==> config.mk <==
export PLATFORM = sky130hd
export DESIGN_NAME = sync_vg_mode_ctrl
export DESIGN_NICKNAME = d
export VERILOG_FILES = /design/src/rtl/sync_vg_mode_ctrl.sv
export SDC_FILE = /design/constraint.sdc
export NUM_CORES = 1
export LEC_CHECK = 0
export BUFFER_PORTS_ARGS = -buffer_cell sky130_fd_sc_hd__clkbuf_2
export CORE_ASPECT_RATIO = 0.6
export CORE_MARGIN = 2
export CORE_UTILIZATION = 50
export DETAILED_ROUTE_END_ITERATION = 10
export MAX_ROUTING_LAYER = met4
export PLACE_DENSITY = 0.7
export SYNTH_ARGS = -nofsm -noshare
export SYNTH_HDL_FRONTEND = slang
export SYNTH_SLANG_ARGS = --single-unit
==> constraint.sdc <==
create_clock -name clk -period 8.87 [get_ports clk]
set_input_delay 2.661 -clock clk [delete_from_list [all_inputs] [get_ports clk]]
set_output_delay 2.661 -clock clk [all_outputs]
set_load 0.02 [all_outputs]
==> src/rtl/sync_vg_mode_ctrl.sv <==
// Mode sequencer for the sync generator: shadow timing registers, commit-time
// validation, vsync-aligned swap into the active set and a generator reset hold.
module sync_vg_mode_ctrl #(
  parameter int X_BITS     = 12,
  parameter int Y_BITS     = 12,
  parameter int D_BITS     = 12,
  parameter int RST_CYCLES = 4,
  parameter int TIMEOUT    = 2000000
) (
  input  logic              clk,
  input  logic              reset,
  input  logic              wr,
  input  logic [3:0]        addr,
  input  logic [D_BITS-1:0] wdata,
  input  logic              vs_in,
  output logic              busy,
  output logic              err,
  output logic              applied,
  output logic              gen_reset,
  output logic              interlaced_o,
  output logic [X_BITS-1:0] h_total_o,
  output logic [X_BITS-1:0] h_fp_o,
  output logic [X_BITS-1:0] h_bp_o,
  output logic [X_BITS-1:0] h_sync_o,
  output logic [X_BITS-1:0] hv_offset_0_o,
  output logic [X_BITS-1:0] hv_offset_1_o,
  output logic [Y_BITS-1:0] v_total_0_o,
  output logic [Y_BITS-1:0] v_fp_0_o,
  output logic [Y_BITS-1:0] v_bp_0_o,
  output logic [Y_BITS-1:0] v_sync_0_o,
  output logic [Y_BITS-1:0] v_total_1_o,
  output logic [Y_BITS-1:0] v_fp_1_o,
  output logic [Y_BITS-1:0] v_bp_1_o,
  output logic [Y_BITS-1:0] v_sync_1_o,
  output logic [2:0]        state_o
);

  typedef enum logic [2:0] {
    S_IDLE     = 3'd0,
    S_VALIDATE = 3'd1,
    S_WAIT_VS  = 3'd2,
    S_APPLY    = 3'd3,
    S_HOLD     = 3'd4
  } state_e;

  localparam int SW = ((X_BITS > Y_BITS) ? X_BITS : Y_BITS) + 2;
  localparam int RW = (RST_CYCLES > 1) ? $clog2(RST_CYCLES) : 1;
  localparam int TW = (TIMEOUT > 1) ? $clog2(TIMEOUT) : 1;

  localparam logic [RW-1:0] RCNT_INIT = RW'(RST_CYCLES - 1);
  localparam logic [TW-1:0] TMO_LAST  = TW'(TIMEOUT - 1);

  localparam logic [X_BITS-1:0] H_TOTAL_RST = X_BITS'(800);
  localparam logic [X_BITS-1:0] H_FP_RST    = X_BITS'(16);
  localparam logic [X_BITS-1:0] H_BP_RST    = X_BITS'(48);
  localparam logic [X_BITS-1:0] H_SYNC_RST  = X_BITS'(96);
  localparam logic [Y_BITS-1:0] V_TOTAL_RST = Y_BITS'(525);
  localparam logic [Y_BITS-1:0] V_FP_RST    = Y_BITS'(10);
  localparam logic [Y_BITS-1:0] V_BP_RST    = Y_BITS'(33);
  localparam logic [Y_BITS-1:0] V_SYNC_RST  = Y_BITS'(2);

  state_e            state_q;
  logic [RW-1:0]     rcnt_q;
  logic [TW-1:0]     tmo_q;
  logic              vs_q, vs_prev_q;

  logic              sh_il_q;
  logic [X_BITS-1:0] sh_h_total_q, sh_h_fp_q, sh_h_bp_q, sh_h_sync_q;
  logic [X_BITS-1:0] sh_hv0_q, sh_hv1_q;
  logic [Y_BITS-1:0] sh_vt0_q, sh_vfp0_q, sh_vbp0_q, sh_vs0_q;
  logic [Y_BITS-1:0] sh_vt1_q, sh_vfp1_q, sh_vbp1_q, sh_vs1_q;

  logic [SW-1:0]     h_sum, v0_sum, v1_sum;
  logic              h_ok, v0_ok, v1_ok, cfg_ok;
  logic              vs_edge;

  // Sums are widened by two bits so three fields can never wrap past the total.
  always_comb begin
    h_sum  = SW'(sh_h_sync_q) + SW'(sh_h_bp_q) + SW'(sh_h_fp_q);
    v0_sum = SW'(sh_vs0_q) + SW'(sh_vbp0_q) + SW'(sh_vfp0_q);
    v1_sum = SW'(sh_vs1_q) + SW'(sh_vbp1_q) + SW'(sh_vfp1_q);
    h_ok   = (sh_h_total_q >= X_BITS'(2)) && (h_sum < SW'(sh_h_total_q)) &&
             (sh_hv0_q < sh_h_total_q) && (sh_hv1_q < sh_h_total_q);
    v0_ok  = (sh_vt0_q >= Y_BITS'(2)) && (v0_sum < SW'(sh_vt0_q));
    v1_ok  = (sh_vt1_q >= Y_BITS'(2)) && (v1_sum < SW'(sh_vt1_q));
    cfg_ok = h_ok && v0_ok && (v1_ok || !sh_il_q);
  end

  assign vs_edge = vs_q & ~vs_prev_q;
  assign busy    = (state_q != S_IDLE);
  assign state_o = state_q;

  always_ff @(posedge clk) begin
    if (reset) begin
      state_q       <= S_HOLD;
      rcnt_q        <= RCNT_INIT;
      tmo_q         <= '0;
      vs_q          <= 1'b0;
      vs_prev_q     <= 1'b0;
      err           <= 1'b0;
      applied       <= 1'b0;
      gen_reset     <= 1'b1;
      sh_il_q       <= 1'b0;
      sh_h_total_q  <= H_TOTAL_RST;
      sh_h_fp_q     <= H_FP_RST;
      sh_h_bp_q     <= H_BP_RST;
      sh_h_sync_q   <= H_SYNC_RST;
      sh_hv0_q      <= '0;
      sh_hv1_q      <= '0;
      sh_vt0_q      <= V_TOTAL_RST;
      sh_vfp0_q     <= V_FP_RST;
      sh_vbp0_q     <= V_BP_RST;
      sh_vs0_q      <= V_SYNC_RST;
      sh_vt1_q      <= V_TOTAL_RST;
      sh_vfp1_q     <= V_FP_RST;
      sh_vbp1_q     <= V_BP_RST;
      sh_vs1_q      <= V_SYNC_RST;
      interlaced_o  <= 1'b0;
      h_total_o     <= H_TOTAL_RST;
      h_fp_o        <= H_FP_RST;
      h_bp_o        <= H_BP_RST;
      h_sync_o      <= H_SYNC_RST;
      hv_offset_0_o <= '0;
      hv_offset_1_o <= '0;
      v_total_0_o   <= V_TOTAL_RST;
      v_fp_0_o      <= V_FP_RST;
      v_bp_0_o      <= V_BP_RST;
      v_sync_0_o    <= V_SYNC_RST;
      v_total_1_o   <= V_TOTAL_RST;
      v_fp_1_o      <= V_FP_RST;
      v_bp_1_o      <= V_BP_RST;
      v_sync_1_o    <= V_SYNC_RST;
    end else begin
      vs_q      <= vs_in;
      vs_prev_q <= vs_q;
      applied   <= 1'b0;
      case (state_q)
        S_IDLE: begin
          if (wr) begin
            case (addr)
              4'd0:  sh_h_total_q <= wdata[X_BITS-1:0];
              4'd1:  sh_h_fp_q    <= wdata[X_BITS-1:0];
              4'd2:  sh_h_bp_q    <= wdata[X_BITS-1:0];
              4'd3:  sh_h_sync_q  <= wdata[X_BITS-1:0];
              4'd4:  sh_vt0_q     <= wdata[Y_BITS-1:0];
              4'd5:  sh_vfp0_q    <= wdata[Y_BITS-1:0];
              4'd6:  sh_vbp0_q    <= wdata[Y_BITS-1:0];
              4'd7:  sh_vs0_q     <= wdata[Y_BITS-1:0];
              4'd8:  sh_vt1_q     <= wdata[Y_BITS-1:0];
              4'd9:  sh_vfp1_q    <= wdata[Y_BITS-1:0];
              4'd10: sh_vbp1_q    <= wdata[Y_BITS-1:0];
              4'd11: sh_vs1_q     <= wdata[Y_BITS-1:0];
              4'd12: sh_hv0_q     <= wdata[X_BITS-1:0];
              4'd13: sh_hv1_q     <= wdata[X_BITS-1:0];
              4'd14: sh_il_q      <= wdata[0];
              4'd15: state_q      <= S_VALIDATE;
            endcase
          end
        end
        S_VALIDATE: begin
          if (cfg_ok) begin
            err     <= 1'b0;
            tmo_q   <= '0;
            state_q <= S_WAIT_VS;
          end else begin
            err     <= 1'b1;
            state_q <= S_IDLE;
          end
        end
        S_WAIT_VS: begin
          // Raising gen_reset here makes the APPLY cycle part of the reset window.
          if (vs_edge || (tmo_q == TMO_LAST)) begin
            gen_reset <= 1'b1;
            state_q   <= S_APPLY;
          end else begin
            tmo_q <= tmo_q + TW'(1);
          end
        end
        S_APPLY: begin
          interlaced_o  <= sh_il_q;
          h_total_o     <= sh_h_total_q;
          h_fp_o        <= sh_h_fp_q;
          h_bp_o        <= sh_h_bp_q;
          h_sync_o      <= sh_h_sync_q;
          hv_offset_0_o <= sh_hv0_q;
          hv_offset_1_o <= sh_hv1_q;
          v_total_0_o   <= sh_vt0_q;
          v_fp_0_o      <= sh_vfp0_q;
          v_bp_0_o      <= sh_vbp0_q;
          v_sync_0_o    <= sh_vs0_q;
          v_total_1_o   <= sh_vt1_q;
          v_fp_1_o      <= sh_vfp1_q;
          v_bp_1_o      <= sh_vbp1_q;
          v_sync_1_o    <= sh_vs1_q;
          gen_reset     <= 1'b1;
          rcnt_q        <= RCNT_INIT;
          state_q       <= S_HOLD;
        end
        S_HOLD: begin
          if (rcnt_q == '0) begin
            gen_reset <= 1'b0;
            applied   <= 1'b1;
            state_q   <= S_IDLE;
          end else begin
            rcnt_q <= rcnt_q - RW'(1);
          end
        end
        default: state_q <= S_IDLE;
      endcase
    end
  end

endmodule

==> qor.yml <==
status:
  status: "complete, no violations"
sta:
  slew_viol_final: 0
  fin_hold_ws_ns: 0.453
  fin_skew_ns: 0.0252
  final.period_utilization_pct: 63.8
  finalHoldViolations: 0
  timing.final.ws_setup_ns: 3.21
  tightest_slew_ns: 1.25
  setup_viol: 0
  finalCriticalPeriod_ns: 5.66
  rsz0062_at_grt: "no"
  slew_headroom_pct: 16.3
  clock.fmax_mhz: 177
  fin_tns_setup_ns: 0
logic_synthesis:
  synthCells: 2055
  synth_fa_ha_area_share_pct: 11.3
  synth_edf_count: 0
  syn-num-nets: 2204
  muxShareOfSynthArea_pct: 2.92
  yosysWarnings: 0
  synth_top_family_by_area: "simple AND/OR/NAND/NOR gates"
  synthXorXnorAreaFrac_pct: 1.30
  yosys.cell_types.count: 67
  synth_compound_area_share_pct: 14.6
  synth-seq-cells: 369
  synthArstFlopShare_pct: 0
  synth_seq_area_share_pct: 44.0
  synthFlopType: "dfxtp_1"
  syn_avg_cell_area_sq_um: 8.18
  netlist_area_sq_um: 16800
  synth_simple_gate_area_share_pct: 21.3
cts:
  clk_path_buf_depth: 3
  hold_buffers: 0
  cts_made_buffers: 35
  post-cts-setup-buffers: 0
  cts.sinks: 369
  post_cts_resized: 0
  clockRootBuffer: "clkbuf_16"
  cts_max_level: 2
  path_clk_slew_ns: 0.07
  cts_tree: "built"
  clk-insertion-delay-late_ns: 0.54
grt:
  antenna_found_initial: 2
  grt-ovfl-total: 0
  grt_max_degree: 206
  grt_pass1_wl_um: 78300
  grt.total_usage_pct: 29.3
  grt_pass1_vias: 13710
drt:
  vias_per_cell: 5.65
  drt_iter0_markers: 1445
  drc_errors: 0
  wl_per_cell_um: 19.1
  routed_wl_um: 50500
  first_pass_iters: 5
  antenna_left: 0
  vias: 14935
cells_and_area:
  largest_reg_flops: 21
  top_register: "tmo_q"
  layout_commonest_cell: "nand2_1"
  syn_to_final_growth_pct: 13.9
  final_cell_mix: "nand2_1, dfxtp_1, a21oi_1"
  drive_gt1_share_pct: 12.4
  nNetsFinal: 2318
  fill_cells: 2984
floorplan:
  die_y_um: 146
  core_sq_um: 32700
  die_w_um: 241
  die-area_sq_um: 35100
  ioPinCount: 196
  rows: 51
  start_util_pct: 51.3
setup_path:
  critPathArrivalTime_ns: 6.01
  start_kind: "register"
  end_kind: "register"
  cp.required_ns: 9.22
  critical_path_class: "register to register"
  path_max_fanout: 21
placed_design:
  portBuffers: 195
  dp_hpwl_um: 35300
  post-place-ws_ns: 3.34
  gp_congestion: 0.985
pwr:
  power.density_nw_per_um2: 176
  p_leak_uw: 0.00787
  vdd_drop_max_mv: 0.118
  p_total_uw: 3360
hold_path:
  worstHoldPathType: "register to register"
run:
  drv_cap: 0
[cell type report]
cell class | count | area (sq um) | area share [%]
multi-input cells | 1490 | 8680 | 45.4
flip-flops and latches | 369 | 7390 | 38.6
repair buffers | 203 | 1060 | 5.53
clock buffers | 50 | 1040 | 5.46
well taps | 450 | 563 | 2.94
inverters | 70 | 263 | 1.37
clock inverters | 11 | 134 | 0.700
diodes | 2 | 5.00 | 0.0262
[through the flow]
stage | cell area [sq um] | util [%] | std cells
floorplan | 16800 | - | 2055
finish | 19100 | 58.5 | 2645
global route | 19100 | 58.5 | 2645
detailed placement | 18000 | 54.8 | 2582
global placement | 18000 | 54.8 | 2582
CTS | 19100 | 58.4 | 2643
[cell families (layout without fill, tap and decap cells)]
logic type / after synthesis / after routing
flops: 369 / 369
compound gates: 424 / 424
mux: 49 / 49
simple gates: 863 / 863
xor+xnor: 25 / 25
fa+ha+maj: 129 / 129
other cells: 0 / 2
buf+inv: 196 / 334
[synth_stat cells (4+ instances only)]
master     count  share of area (%)
a2111oi_0      4               0.21
a211oi_1      13               0.58
a21o_1        13               0.58
a21oi_1      289                8.6
a311oi_1      15               0.78
a31oi_1        4               0.15
and3_1         8               0.30
buf_1          4              0.089
clkbuf_1     115                2.6
dfxtp_1      369                 44
fa_1          39                4.6
ha_1          90                6.7
inv_1         68                1.5
mux2i_1       49                2.9
nand2_1      614                 14
nand2b_1       8               0.30
nand3_1       58                1.7
nand4_1       10               0.37
nor2_1        94                2.1
nor2b_1       12               0.45
nor3_1        15               0.45
nor4_1        14               0.52
o211ai_1      26                1.2
o21a_1         7               0.31
o21ai_0       21               0.63
o21bai_1       4               0.18
or3_1          4               0.15
xnor2_1       19               0.99
xor2_1         6               0.31
[power breakdown]
group	leakage (uW)	internal (uW)	switching [uW]
Combinational	0.00430	33.7	90.9
Sequential	0.00297	1670	11.0
Clock	0.000587	908	651
[metal layers]
metal / GRT usage (%) / vias up / share of wire (%)
met5: - / - / 0
met4: 6.65 / 0 / 1.9
met3: 6.56 / 71 / 9.2
met2: 39.1 / 593 / 41
met1: 44.3 / 7134 / 48
li1: - / 7137 / -
[worst max-delay path, stage by stage (launching register included)]
cell and delay [ns]:
dfxtp_1 0.39, fa_1 0.44, ha_1 0.23, fa_1 0.42, a211o_1 0.32, o211ai_1 0.15
a21oi_1 0.14, a21oi_1 0.25, o21bai_1 0.09, a21oi_1 0.19, xnor2_1 0.14, ha_1 0.25
nor2b_1 0.13, o41ai_1 0.29, o21ai_0 0.19, a2111o_1 0.46, or4_1 0.53, nand2_1 0.63
a311oi_1 0.23
[final timing paths]
check | startpoint | endpoint | slack, ns | cells past startpoint
setup / recovery | sh_vs1_q[1]$_SDFFE_PP1P_ | tmo_q[15]$_SDFFE_PP0P_ | 3.21 | 18
hold / removal | v_total_0_o[7]$_SDFFE_PP0P_ | v_total_0_o[7]$_SDFFE_PP0P_ | 0.45 | 2
setup reg to reg | sh_vs1_q[1]$_SDFFE_PP1P_ | tmo_q[15]$_SDFFE_PP0P_ | 3.21 | 18
hold reg to reg | v_total_0_o[7]$_SDFFE_PP0P_ | v_total_0_o[7]$_SDFFE_PP0P_ | 0.45 | 2
Power figures use the tool's default switching activity.
